==> src/rtl/rv32i_types_pkg.sv <==
// Shared RV32I scalar types used across the pipeline.
// Provides word_t (32-bit machine word).
package rv32i_types_pkg;

  typedef logic [31:0] word_t;

endpackage

==> src/rtl/stage5_arb_pkg.sv <==
// Types for the fetch/data memory bus arbiter.
// Holds the FSM state enum and the latched bus request bundle.
package stage5_arb_pkg;

  import rv32i_types_pkg::word_t;

  typedef enum logic [1:0] {
    IDLE   = 2'd0,
    I_XFER = 2'd1,
    D_XFER = 2'd2
  } arb_state_t;

  typedef struct packed {
    word_t      addr;
    word_t      wdata;
    logic [3:0] byte_en;
    logic       ren;
    logic       wen;
  } arb_req_t;

  localparam logic [3:0] FETCH_BE = 4'hF;

endpackage

==> src/rtl/stage5_mem_arbiter.sv <==
// Arbitrates one memory bus between fetch reads and mem-stage loads/stores.
// Ports: CLK/RST, fetch req (iren/iaddr/irdata/i_mem_busy),
// data req (dren/dwen/daddr/dwdata/dbyte_en/drdata/d_mem_busy),
// bus side (bus_ren/bus_wen/bus_addr/bus_wdata/bus_byte_en/bus_rdata/bus_busy).
module stage5_mem_arbiter
  import rv32i_types_pkg::*;
  import stage5_arb_pkg::*;
#(
  parameter int unsigned STARVE_MAX = 8
) (
  input  logic       CLK,
  input  logic       RST,
  input  logic       iren,
  input  word_t      iaddr,
  output word_t      irdata,
  output logic       i_mem_busy,
  input  logic       dren,
  input  logic       dwen,
  input  word_t      daddr,
  input  word_t      dwdata,
  input  logic [3:0] dbyte_en,
  output word_t      drdata,
  output logic       d_mem_busy,
  output logic       bus_ren,
  output logic       bus_wen,
  output word_t      bus_addr,
  output word_t      bus_wdata,
  output logic [3:0] bus_byte_en,
  input  word_t      bus_rdata,
  input  logic       bus_busy
);

  localparam int unsigned CW = $clog2(STARVE_MAX + 1);
  localparam logic [CW-1:0] CNT_MAX = CW'(STARVE_MAX);

  arb_state_t    state, state_n;
  arb_req_t      lat, lat_n;
  logic [CW-1:0] cnt, cnt_n;
  logic          i_drop, i_drop_n;
  logic          d_drop, d_drop_n;

  logic d_req;
  logic xfer;
  logic xfer_done;
  logic arb_ok;
  logic grant_i;
  logic grant_d;
  logic i_match;
  logic d_match;

  assign d_req     = dren | dwen;
  assign xfer      = (state != IDLE);
  assign xfer_done = xfer & ~bus_busy;
  assign arb_ok    = (state == IDLE) | xfer_done;

  // Data wins unless fetch has been passed over STARVE_MAX times.
  assign grant_i = arb_ok & iren
                 & (~d_req | (cnt == CNT_MAX));
  assign grant_d = arb_ok & d_req & ~grant_i;

  // Live match against the latched request; a mismatch abandons it.
  assign i_match = iren & (iaddr == lat.addr);
  assign d_match = d_req
                 & (daddr == lat.addr)
                 & (dren == lat.ren)
                 & (dwen == lat.wen);

  always_comb begin
    state_n  = state;
    lat_n    = lat;
    cnt_n    = cnt;
    i_drop_n = i_drop;
    d_drop_n = d_drop;

    if (state == I_XFER)
      i_drop_n = xfer_done ? 1'b0 : (i_drop | ~i_match);
    if (state == D_XFER)
      d_drop_n = xfer_done ? 1'b0 : (d_drop | ~d_match);

    if (xfer_done)
      state_n = IDLE;

    unique case (1'b1)
      grant_i: begin
        state_n = I_XFER;
        lat_n   = '{addr: iaddr, wdata: '0,
                    byte_en: FETCH_BE,
                    ren: 1'b1, wen: 1'b0};
        cnt_n   = '0;
      end
      grant_d: begin
        state_n = D_XFER;
        lat_n   = '{addr: daddr, wdata: dwdata,
                    byte_en: dbyte_en,
                    ren: dren, wen: dwen};
        if (iren && cnt != CNT_MAX)
          cnt_n = cnt + CW'(1);
      end
      default: ;
    endcase
  end

  always_ff @(posedge CLK or posedge RST) begin
    if (RST) begin
      state  <= IDLE;
      lat    <= '0;
      cnt    <= '0;
      i_drop <= 1'b0;
      d_drop <= 1'b0;
    end else begin
      state  <= state_n;
      lat    <= lat_n;
      cnt    <= cnt_n;
      i_drop <= i_drop_n;
      d_drop <= d_drop_n;
    end
  end

  assign bus_ren     = xfer & lat.ren;
  assign bus_wen     = xfer & lat.wen;
  assign bus_addr    = xfer ? lat.addr : '0;
  assign bus_wdata   = xfer ? lat.wdata : '0;
  assign bus_byte_en = xfer ? lat.byte_en : '0;

  assign i_mem_busy = iren & ~((state == I_XFER)
                    & ~bus_busy & ~i_drop & i_match);
  assign d_mem_busy = d_req & ~((state == D_XFER)
                    & ~bus_busy & ~d_drop & d_match);

  assign irdata = bus_rdata;
  assign drdata = bus_rdata;

endmodule

==> config.mk <==
export PLATFORM = sky130hd
export DESIGN_NAME = stage5_mem_arbiter
export DESIGN_NICKNAME = d
export VERILOG_FILES = /design/src/rtl/rv32i_types_pkg.sv /design/src/rtl/stage5_arb_pkg.sv /design/src/rtl/stage5_mem_arbiter.sv
export SDC_FILE = /design/constraint.sdc
export NUM_CORES = 1
export LEC_CHECK = 0
export ABC_AREA = 1
export BUFFER_PORTS_ARGS = -buffer_cell sky130_fd_sc_hd__buf_2
export CORE_ASPECT_RATIO = 0.75
export CORE_MARGIN = 3
export CORE_UTILIZATION = 40
export CTS_BUF_LIST = sky130_fd_sc_hd__clkbuf_4
export CTS_CLUSTER_SIZE = 40
export DETAILED_ROUTE_END_ITERATION = 8
export GPL_TIMING_DRIVEN = 1
export PLACE_DENSITY = 0.75
export SLEW_MARGIN = 0
export SYNTH_ARGS = -nofsm -noshare
export SYNTH_HDL_FRONTEND = slang
export SYNTH_SLANG_ARGS = --single-unit
==> constraint.sdc <==
create_clock -name CLK -period 6.48 [get_ports CLK]
set_clock_uncertainty 0.05 [all_clocks]
set_input_delay 0.648 -clock CLK [delete_from_list [all_inputs] [get_ports CLK]]
set_output_delay 0.648 -clock CLK [all_outputs]
set_load 0.05 [all_outputs]
==> Word level (Yosys, flattened, before mapping) <==
Index checks and enable logic that the tools add are counted.
{ "totals": {"elab_cells": 68, "register_bits": 78, "input_bits": 138} }
{ "op_classes": {"n_addsub": 1, "bitwise": 33, "n_reduce_logical": 6, "n_mux": 10, "eq_ne": 9} }
{ "ops": {"columns": ["op", "n"], "rows": [
  ["case mux 70 bit (2 select lines)", 1],
  ["== test 32 bit", 2],
  ["2-to-1 mux 32 bit", 2],
  ["bitwise AND 1 bit", 19],
  ["inverter 1 bit", 9],
  ["2-to-1 mux 4 bit", 2],
  ["case mux 4 bit (2 select lines)", 1],
  ["bitwise OR 1 bit", 5],
  ["adder 4 x 1 -> 4 bit (second input constant)", 1],
  ["== test 4 bit (second input constant)", 1],
  ["!= test 4 bit (second input constant)", 1],
  ["case mux 2 bit (2 select lines)", 1],
  ["nonzero test 2 bit", 2],
  ["nonzero test 3 bit", 1],
  ["== test 1 bit", 2],
  ["== test 2 x 1 -> 1 bit (second input constant)", 1],
  ["== test 2 bit (second input constant)", 1],
  ["zero test 2 bit", 1],
  ["2-to-1 mux 1 bit", 2],
  ["2-to-1 mux 2 bit", 1],
  ["!= test 2 x 1 -> 1 bit (second input constant)", 1],
  ["AND reduction 2 bit", 1],
  ["logical AND 1 bit", 1]
]} }

==> Longest topological paths before layout <==
Gate-level depths: netlist of the first run.
{ "depth": {"ltp_word": 9, "ltp_mapped": 11, "depth_no_buf": 11} }

==> Worst setup path after synthesis of the first run <==
OpenSTA, ideal clock, no wires.
{ "synth_timing": {"kind": "input to output", "startpoint": "in iaddr[11]", "endpoint": "out i_mem_busy", "t_arrival_ns": 1.943, "slack_ns": 3.839, "cell_stages": 8, "cell_sequence": "or2_2 -> nand2_1 -> nor2_1 -> nand2_1 -> nor2_1 -> nand2_1 -> nor2_1 -> a21oi_1"} }
{ "synth_between": {"elab_chain_len": 5} }
{ "synth_lines": {"columns": ["element", "line", "source"], "rows": [
  ["start, declared", "stage5_mem_arbiter.sv:14", "input word_t iaddr,"],
  ["== test 32 bit", "stage5_mem_arbiter.sv:62", "assign i_match = iren & (iaddr == lat.addr);"],
  ["bitwise AND 1 bit", "stage5_mem_arbiter.sv:62", null],
  ["bitwise AND 1 bit", "stage5_mem_arbiter.sv:126", "& ~bus_busy & ~i_drop & i_match);"],
  ["inverter 1 bit", "stage5_mem_arbiter.sv:125", "assign i_mem_busy = iren & ~((state == I_XFER)"],
  ["bitwise AND 1 bit", "stage5_mem_arbiter.sv:125", null],
  ["end, declared", "stage5_mem_arbiter.sv:16", "output logic i_mem_busy,"]
]} }
Every way passes these cells.

==> Worst setup path after layout of the first run <==
{ "layout_timing": {"startpoint": "reg state[0]", "endpoint": "reg lat[63] in the netlist's numbering"} }
{ "layout_between": {"elab_chain_len": 8} }
{ "layout_lines": {"columns": ["element", "line", "source"], "rows": [
  ["start, declared", "stage5_mem_arbiter.sv:36", "arb_state_t state, state_n;"],
  ["start signal, assigned", "stage5_mem_arbiter.sv:111", "state <= state_n;"],
  ["nonzero test 2 bit", "stage5_mem_arbiter.sv:52", "assign xfer = (state != IDLE);"],
  ["bitwise AND 1 bit", "stage5_mem_arbiter.sv:53", "assign xfer_done = xfer & ~bus_busy;"],
  ["bitwise OR 1 bit (*)", "stage5_mem_arbiter.sv:54", "assign arb_ok = (state == IDLE) | xfer_done;"],
  ["bitwise AND 1 bit", "stage5_mem_arbiter.sv:57", "assign grant_i = arb_ok & iren"],
  ["bitwise AND 1 bit", "stage5_mem_arbiter.sv:58", "& (~d_req | (cnt == CNT_MAX));"],
  ["inverter 1 bit", "stage5_mem_arbiter.sv:59", "assign grant_d = arb_ok & d_req & ~grant_i;"],
  ["bitwise AND 1 bit", "stage5_mem_arbiter.sv:59", null],
  ["case mux 70 bit (2 select lines) / nonzero test 2 bit (equally long branches)", null, null],
  ["end signal, assigned", "stage5_mem_arbiter.sv:112", "lat <= lat_n;"],
  ["end, declared", "stage5_mem_arbiter.sv:37", "arb_req_t lat, lat_n;"]
]} }
Mark *: on every way between the ends. The rest lies on a longest branch, timed or not.
A chain may end at the register's enable or synchronous reset.

==> flow_metrics.py, run 1 <==
metrics = {
    "yosys": {
        "post_synth_num_cell_types": 28,
        "asyncSetResetFlopFracSynth": 1.00,
        "synth_seq_cells": 78,
        "cell_with_the_most_instances_after_synthesis": "nand2_1",
        "synth-warning-count": 0,
        "netlist_area_um2": 5430,
        "synth_largest_area_cell": "dfrtp_1",
        "synth.top_cells.by_area": "dfrtp_1, nand2_1, buf_4",
        "synth_enable_flop_cells": 0,
        "postSynth.topFlopCell": "dfrtp_1",
        "post_synthesis_net_count": 964,
        "synth_seq_area_share": 0.360,
        "synthDominantCellAreaShare": 0.360,
        "netlist_top_cells_count": "nand2_1, nor2_1, inv_1, dfrtp_1, buf_4",
        "syn_avg_cell_area_um2": 6.58,
        "synthesis.instances": 824,
    },
    "grt": {
        "via_count_of_the_first_global_routing_pass": 4886,
        "grt_pass1_wl_mm": 24.1,
        "maximum_number_of_pins_on_one_net_before_global_route_repair": 79,
        "grt_remaining_overflow": 0,
        "grt_antenna_before_repair": 0,
        "track_usage": 0.200,
    },
    "routing": {
        "post-route-drc-count": 0,
        "routed_wirelength_mm": 15.0,
        "antenna_violating_nets_post_route": 0,
        "drtIter0Drc": 406,
        "first_pass_iters": 5,
        "avgViaCountPerCell": 4.71,
        "detailroute.via_count": 5199,
        "avgRoutedWirePerCell_um": 13.6,
    },
    "floorplan": {
        "start_util": 0.414,
        "floorplan_die_width_um": 140,
        "placement_rows": 36,
        "io_pins": 274,
        "fp.dieH_um": 107,
        "fp.dieArea_um2": 15000,
        "core_region_area_um2": 13100,
    },
    "worst_setup_path": {
        "r2r-start": "state[0]",
        "startpoint_type": "flip-flop",
        "arrival_ns": 3.30,
        "critical_path.endpoint_type": "flip-flop",
        "crit_start": "state[0]",
        "required_ns": 6.74,
        "critical_path_fanouts_max": 72,
        "path_class": "reg2reg",
        "timing.reg2reg.worst_path_depth": 11,
        "r2r_setup_slack_ns": 3.44,
        "r2r-end": "lat[63]",
    },
    "power_and_ir_drop": {
        "static-leakage-power_nw": 3.50,
        "cellPowerDensity_nw_per_um2": 304,
        "peakVddDrop_uv": 136,
    },
    "timing": {
        "finalSetupTns_ns": 0,
        "timing.fmax_ghz": 0.329,
        "grt_setup_unrepaired": "false",
        "layout_worst_path_cycle_share": 0.470,
        "report.final.hold_viol_count": 0,
        "setup-violations-final": 0,
        "period_minus_slack_ns": 3.04,
        "finalMaxSlewViolations": 0,
        "maxSlewHeadroom": 0.314,
        "worst-slew-pin-transition_ns": 1.03,
    },
    "cells_and_area": {
        "finish.utilization": 0.470,
        "synthToLayoutAreaGrowth_pct": 13.5,
        "final_net_count": 1068,
        "antenna_cells": 0,
        "layout-drive-gt1-share": 0.221,
    },
    "worst_hold_path": {
        "worst_hold_start": "dwdata[1]",
        "whs_endpoint": "lat[7]",
        "min_delay_path_depth": 3,
        "hp-class": "in2reg",
    },
    "clock_network": {
        "total_setup_buffers_inserted_after_cts": 0,
        "clkSinkCount": 78,
        "ctsLongestPathBuffers": 2,
        "post_cts_resized": 0,
        "clk_pin_slew_ns": 0.13,
        "cts-hold-fix-buffers": 0,
        "cts_root_buf": "clkbuf_4",
        "cts-htree-levels": 3,
        "cts_tree": "yes",
        "tritoncts.num_buffers": 9,
        "clock_latency_on_the_worst_skew_pair_ns": 0.43,
    },
    "place": {
        "dp_hpwl_mm": 11.2,
        "io_buffer_count": 177,
        "finalWeightedCongestion": 0.835,
    },
    "flow_run": {
        "maxCapViolations": 0,
    },
    "outcome": {
        "result_of_the_run": "complete, no violations",
    },
}
[cell families (layout without fill, tap and decap cells)]
group	after synthesis	after routing	share of synthesized area
buffers and inverters	213	321	0.196
AND/OR/NAND/NOR	421	421	0.304
AO/OA/AOI/OAI	83	83	0.0920
adder cells (fa/ha/maj)	2	2	0.00461
flip-flops	78	78	0.360
XOR/XNOR	27	27	0.0436
[layout by cell type, fill, tap and decap left out, drive strengths merged]
cell type,synthesis,layout
clkinv,0,1
nand2,270,270
buf,82,179
o211ai,32,32
o22ai,1,1
a21oi,10,10
clkinvlp,0,2
nand3,8,8
bufinv,0,4
inv,127,126
nor3,1,1
nand3b,2,2
ha,2,2
o31ai,1,1
xnor2,13,13
dfrtp,78,78
o21ai,39,39
nor2,131,131
clkbuf,4,9
and2,2,2
xor2,14,14
or2,2,2
nand4,5,5
[final cells by class]
type	instances	area, um2
fillers	1400	6950
flip-flops and latches	78	1950
well taps	171	214
clock inverters	6	135
clock buffers	9	67.6
multi-input cells	533	2410
repair buffers	179	901
inverters	127	480
[critical path, stage by stage (launching register included)]
cell,delay (ns)
dfrtp_1,0.43
nor2_4,0.10
buf_4,0.61
inv_2,0.04
nand2_1,0.09
nand2_1,0.08
inv_4,0.11
nand2_4,0.17
nand2_2,0.43
inv_2,0.50
nand2_1,0.18
o211ai_1,0.10
[metrics by stage]
stage	std cells	hold slack [ns]	worst slack (ns)	power, mW	cell area (um2)
floorplan	824	0.400	3.79	1.37	5430
global placement	1088	0.416	3.45	1.46	5950
detailed placement	1088	0.420	3.37	1.47	5950
CTS	1103	0.328	3.38	1.88	6160
global route	1103	0.331	3.00	1.99	6160
finish	1103	0.367	3.44	1.87	6160
[power breakdown]
group          internal, mW  switching (mW)  leakage (nW)
Sequential            0.573          0.0643         0.968
Combinational         0.218           0.607          2.43
Clock                 0.232           0.177        0.0982
Total                  1.02           0.848          3.50
[metal layers]
layer	vias to the layer above	GRT usage	part of all wire
met5	-	0	0
met4	0	0.0429	0.0096
met2	224	0.296	0.42
met1	2333	0.290	0.47
li1	2626	-	-
met3	16	0.0575	0.094
[worst max-delay path by stage]
stage	endpoint	cells after the start
finish	lat[63]	11
global route	lat[62]	11
CTS	lat[62]	11
detailed placement	lat[14]	11
global placement	cnt[1]	11
floorplan	cnt[0]	1
[sequential cells by signal, summed over array words and instances (netlist names)]
signal,count
lat,70
i_drop,1
d_drop,1
cnt,4
state,2
No activity file was read; power rests on OpenSTA's default activity.
==> run 2, diff against run 1 <==
- ABC_AREA: 1 -> 0
- PLACE_DENSITY: 0.75 -> 0.77
- clock period: 6.48 -> 2.95 ns (I/O delays scaled with it)
==> run 2 against run 1 <==
  * The run now ends with DRC left
  * First-iteration DRC count is 11% lower
  * Sequential share of layout area is 3.4 points higher
  * Power is 100% higher
  * Largest cell class unchanged
  * Area after synthesis is 11% lower
  * Worst setup slack worse by 3.2 ns
  * Global-route usage hardly changed
  * Largest power group unchanged
  * Via count is 22% lower
  * Non-clock buffer count is 13 higher
  * Flip-flop and latch count stayed put
  * Clock power is 56% higher
  * Highest routed layer is now met5
==> flow_metrics.py, run 2 <==
metrics = {
    "timing": {
        "maxSlewHeadroom": 0.277,
        "finalMaxSlewViolations": 0,
        "layout_worst_path_cycle_share": 0.924,
        "fin_ws_ns": 0.224,
        "timing.fmax_ghz": 0.367,
        "setup-violations-final": 0,
        "period_minus_slack_ns": 2.73,
        "report.final.hold_viol_count": 0,
        "grt_setup_unrepaired": "false",
        "finalSetupTns_ns": 0,
        "worst-slew-pin-transition_ns": 1.08,
    },
    "cells_and_area": {
        "layout-drive-gt1-share": 0.351,
        "layout_common_cells": "buf_2, dfrtp_1, and2_1, xor2_1, inv_1",
        "largest_register_ff_count": 70,
        "final_net_count": 728,
        "layout.cells.most_common": "buf_2",
        "synthToLayoutAreaGrowth_pct": 14.7,
        "antenna_cells": 0,
        "finish.utilization": 0.474,
        "final_cell_count_no_fill": 755,
        "largest_register": "lat",
        "largestRegisters": "lat x70, cnt x4, state x2",
    },
    "yosys": {
        "synth_seq_cells": 78,
        "syn_avg_cell_area_um2": 10.2,
        "synth.top_cells.by_area": "dfrtp_1, buf_4, xor2_1",
        "post_synthesis_net_count": 617,
        "synthDominantCellAreaShare": 0.402,
        "combinational_family_with_the_most_area_after_synthesis": "buffers and inverters",
        "synth_largest_area_cell": "dfrtp_1",
        "cell_with_the_most_instances_after_synthesis": "dfrtp_1",
        "synthesis.instances": 477,
        "post_synth_num_cell_types": 39,
        "netlist_area_um2": 4850,
        "yosys-mux-area-fraction": 0.00206,
        "postSynth.topFlopCell": "dfrtp_1",
        "synth_xor_xnor_area_share": 0.115,
        "synth_seq_area_share": 0.402,
        "netlist_top_cells_count": "dfrtp_1, and2_1, buf_4, xor2_1, inv_1",
        "synth_enable_flop_cells": 0,
        "synth_compound_area_frac": 0.167,
        "synthAdderAreaFrac": 0.00515,
        "asyncSetResetFlopFracSynth": 1.00,
        "synth-warning-count": 0,
        "synth-simple-area-share": 0.139,
    },
    "routing": {
        "detailroute.via_count": 4031,
        "first_pass_iters": 9,
        "avgRoutedWirePerCell_um": 18.1,
        "drtIter0Drc": 360,
        "post-route-drc-count": 1,
        "avgViaCountPerCell": 5.34,
        "antenna_violating_nets_post_route": 0,
        "routed_wirelength_mm": 13.6,
    },
    "worst_setup_path": {
        "critical_path_fanouts_max": 4,
        "path_class": "reg2out",
        "startpoint_type": "flip-flop",
        "required_ns": 2.61,
        "arrival_ns": 2.38,
        "critical_path.endpoint_type": "output port",
    },
    "floorplan": {
        "floorplan_die_width_um": 133,
        "placement_rows": 34,
        "fp.dieArea_um2": 13500,
        "fp.dieH_um": 101,
        "start_util": 0.413,
        "io_pins": 274,
        "core_region_area_um2": 11700,
    },
    "worst_hold_path": {
        "hp-class": "in2reg",
    },
    "clock_network": {
        "clk_pin_slew_ns": 0.12,
        "cts_root_buf": "clkbuf_4",
        "clkSinkCount": 78,
        "cts-htree-levels": 3,
        "clock_latency_on_the_worst_skew_pair_ns": 0.42,
        "tritoncts.num_buffers": 9,
        "ctsLongestPathBuffers": 2,
        "cts_tree": "yes",
    },
    "grt": {
        "busiest_layer": "met2",
        "via_count_of_the_first_global_routing_pass": 4219,
        "grt_use_met2": 0.322,
        "met1_layer_usage_reported_by_global_route": 0.257,
        "grt_antenna_before_repair": 1,
        "grt_remaining_overflow": 0,
        "use_met3": 0.0745,
        "grt_pass1_wl_mm": 21.6,
        "maximum_number_of_pins_on_one_net_before_global_route_repair": 43,
        "track_usage": 0.200,
    },
    "place": {
        "finalWeightedCongestion": 0.868,
        "io_buffer_count": 177,
        "dp_hpwl_mm": 10.1,
        "dp.cells": 732,
        "placement.setup.worst_slack_ns": 0.586,
    },
    "power_and_ir_drop": {
        "cellPowerDensity_nw_per_um2": 680,
        "totalPowerFinal_mw": 3.79,
        "static-leakage-power_nw": 2.85,
        "peakVddDrop_uv": 347,
    },
    "outcome": {
        "violations": "DRC",
        "result_of_the_run": "finished, violations left",
    },
    "flow_run": {
        "maxCapViolations": 0,
    },
}
[run 2: cell types whose count changed in the layout (fill, tap and decap cells not counted), sizes merged, moves of 33 or more]
cell and delta:
a22o +33, and2 +66, inv -88, nand2 -263, nor2 -123, o21ai -38
xor2 +35
[run 2: cell type report]
cell class	count	area, um2
fill	1162	6170
multi-input combinational	268	2120
sequential	78	1950
timing repair buffer	192	1020
tap	162	203
inverter	39	148
clock buffer	11	82.6
clock inverter	5	50.0
[run 2: critical path, stage by stage, from the launching register on]
cell	delay (ns)
dfrtp_1	0.44
xor2_1	0.23
nor4_2	0.38
nand4_1	0.24
o41a_1	0.45
buf_2	0.23
[run 2: logic make-up (layout without fill, tap and decap cells)]
family                   after synthesis  after routing
AND/OR/NAND/NOR                      112            112
AO/OA/AOI/OAI                         89             89
multiplexers                           1              1
XOR/XNOR                              64             64
flip-flops                            78             78
adder cells (fa/ha/maj)                2              2
buffers and inverters                131            247
[run 2: path summary, 6_finish.rpt]
check,start,endpoint,slack [ns],cells after the start
max,lat[52],i_mem_busy,0.22,5
min,dbyte_en[0],lat[2],0.04,2
max reg2reg,state[0],lat[54],0.56,6
min reg2reg,lat[21],lat[21],0.46,1
max in group asynchronous,RST,lat[64],1.73,4
min in group asynchronous,RST,lat[26],0.38,3
[run 2: metal layers]
metal	vias to the layer above	share of wire	routed length, um
met3	33	0.10	1370
met1	1983	0.42	5660
li1	1821	-	-
met2	192	0.47	6380
met5	-	0.00095	13
met4	2	0.015	209
[run 2: power by group]
part | switching, mW | leakage, nW | internal [mW]
registers | 0.171 | 0.951 | 1.26
logic | 1.17 | 1.82 | 0.548
clock network | 0.369 | 0.0719 | 0.271
total | 1.71 | 2.85 | 2.08
[run 2: through the flow]
step	area (um2)	hold WS, ns
3_3_place_gp	5350	0.288
6_report	5570	0.0419
5_1_grt	5570	0.00447
3_5_place_dp	5350	0.294
2_1_floorplan	4850	0.370
4_1_cts	5550	0.000248
[run 2: what timing repair did]
item / in CTS / in global routing
endpoints found under the hold margin: 33 / 0
endpoints found under the setup margin: 0 / 2
hold buffers: 7 / 0
resized for setup: 0 / 2
buffers inserted: 0 / 0
==> run 3, diff against run 2 <==
- CORE_ASPECT_RATIO: 0.75 -> 1.75
==> run 3 against run 2 <==
  * The flow now finishes without violations
  * Via count shrank 1.2%
  * Clock-buffer cell count is the same
  * Worst setup slack lost 0.031 ns
  * Utilization grew 0.25 points
  * First-iteration DRC count shrank 39%
  * Worst hold slack gained 0.0031 ns
  * Global-route usage is essentially flat
  * Combinational power is essentially flat
  * Critical path depth is the same
==> flow_metrics.py, run 3 (synthesis results as in run 2) <==
metrics = {
    "clock_network": {
        "cts_root_buf": "clkbuf_4",
        "cts-htree-levels": 3,
        "ctsLongestPathBuffers": 2,
        "clock_latency_on_the_worst_skew_pair_ns": 0.42,
        "clkSinkCount": 78,
        "cts_tree": "yes",
        "total_setup_buffers_inserted_after_cts": 0,
        "tritoncts.num_buffers": 9,
        "clk_pin_slew_ns": 0.12,
    },
    "routing": {
        "first_pass_iters": 6,
        "post-route-drc-count": 0,
        "routed_wirelength_mm": 14.0,
        "avgRoutedWirePerCell_um": 19.2,
        "avgViaCountPerCell": 5.46,
        "antenna_violating_nets_post_route": 0,
        "drtIter0Drc": 218,
        "detailroute.via_count": 3983,
    },
    "floorplan": {
        "fp.dieH_um": 152,
        "floorplan_die_width_um": 89.3,
        "io_pins": 274,
        "fp.dieArea_um2": 13500,
        "placement_rows": 52,
        "start_util": 0.415,
        "core_region_area_um2": 11700,
    },
    "worst_setup_path": {
        "r2r_setup_slack_ns": 0.86,
        "critical_path_fanouts_max": 4,
        "path_class": "reg2out",
        "timing.reg2reg.worst_path_depth": 5,
        "critical_path.endpoint_type": "output port",
        "r2r-start": "state[0]",
        "r2r-end": "lat[61]",
        "arrival_ns": 2.41,
        "startpoint_type": "flip-flop",
        "required_ns": 2.61,
    },
    "timing": {
        "layout_worst_path_cycle_share": 0.934,
        "worst-slew-pin-transition_ns": 0.511,
        "hold_ws_ns": 0.0449,
        "report.final.hold_viol_count": 0,
        "setup-violations-final": 0,
        "timing.fmax_ghz": 0.363,
        "finalMaxSlewViolations": 0,
        "fin_ws_ns": 0.193,
        "finalSetupTns_ns": 0,
        "maxSlewHeadroom": 0.660,
        "grt_setup_unrepaired": "false",
        "period_minus_slack_ns": 2.76,
    },
    "cells_and_area": {
        "largest_register_ff_count": 70,
        "antenna_cells": 0,
        "fill_cells": 1107,
        "finish.utilization": 0.477,
        "largestRegisters": "lat x70, cnt x4, state x2",
        "layout_common_cells": "buf_2, dfrtp_1, and2_1, xor2_1, inv_1",
        "layout.cells.most_common": "buf_2",
        "final_net_count": 731,
        "layout-drive-gt1-share": 0.348,
        "synthToLayoutAreaGrowth_pct": 15.0,
        "largest_register": "lat",
    },
    "grt": {
        "track_usage": 0.200,
        "grt_pass1_wl_mm": 20.6,
        "maximum_number_of_pins_on_one_net_before_global_route_repair": 45,
        "grt_antenna_before_repair": 0,
        "grt_remaining_overflow": 0,
        "via_count_of_the_first_global_routing_pass": 4115,
    },
    "worst_hold_path": {
        "whs_endpoint": "lat[24]",
        "hp-class": "in2reg",
        "min_delay_path_depth": 2,
        "worst_hold_start": "dwdata[18]",
    },
    "place": {
        "finalWeightedCongestion": 0.858,
        "placement.setup.worst_slack_ns": 0.620,
        "io_buffer_count": 177,
        "dp_hpwl_mm": 10.7,
    },
    "power_and_ir_drop": {
        "cellPowerDensity_nw_per_um2": 693,
        "peakVddDrop_uv": 282,
        "static-leakage-power_nw": 2.87,
    },
    "flow_run": {
        "maxCapViolations": 0,
    },
    "outcome": {
        "result_of_the_run": "complete, no violations",
    },
}
run 3: worst max path at each step:
stage	startpoint	to	slack (ns)	cells after the start
after CTS	state[1]	bus_addr[28]	0.12	4
after detailed placement	state[1]	bus_addr[28]	0.62	4
after global routing	lat[52]	i_mem_busy	0.03	5
final	lat[52]	i_mem_busy	0.19	5
after floorplan	RST	cnt[0]	0.61	1
after global placement	lat[52]	i_mem_busy	0.59	5
run 3: critical path, stage by stage, from the launching register on:
cell     delay [ns]
dfrtp_1        0.44
xor2_1         0.21
nor4_1         0.39
nand4_1        0.28
o41a_1         0.45
buf_2          0.22
run 3: report_power, final:
part	internal (mW)	switching, mW	total, mW	leakage [nW]
combinational	0.551	1.16	1.71	1.84
sequential	1.26	0.166	1.42	0.951
clock	0.358	0.376	0.735	0.0846
run 3: layer usage:
layer | global-route usage | wire, um
met5 | 0 | 0
met4 | 0.175 | 1100
met3 | 0.0357 | 990
met2 | 0.344 | 7230
met1 | 0.198 | 4690
run 3: cell type report:
cell class                 count  area (um2)  area share
inverter                      39         148      0.0265
multi-input combinational    268        2110       0.378
timing repair buffer         195        1050       0.187
tap                          135         169      0.0303
sequential                    78        1950       0.350
clock inverter                 4        72.6      0.0130
clock buffer                  11        82.6      0.0148
run 3: through the flow:
stage                     area [um2]  std cells  total power [mW]
after global placement          5320        705              3.12
after global routing            5580        730              4.09
after detailed placement        5320        705              3.16
after floorplan                 4850        477              2.95
final                           5580        730              3.87
after CTS                       5560        729              3.92
run 3: what timing repair did:
action	in CTS	in global routing
hold buffers	9	1
endpoints found under the setup margin	0	2
resized for setup	0	2
hold endpoints to repair	22	1
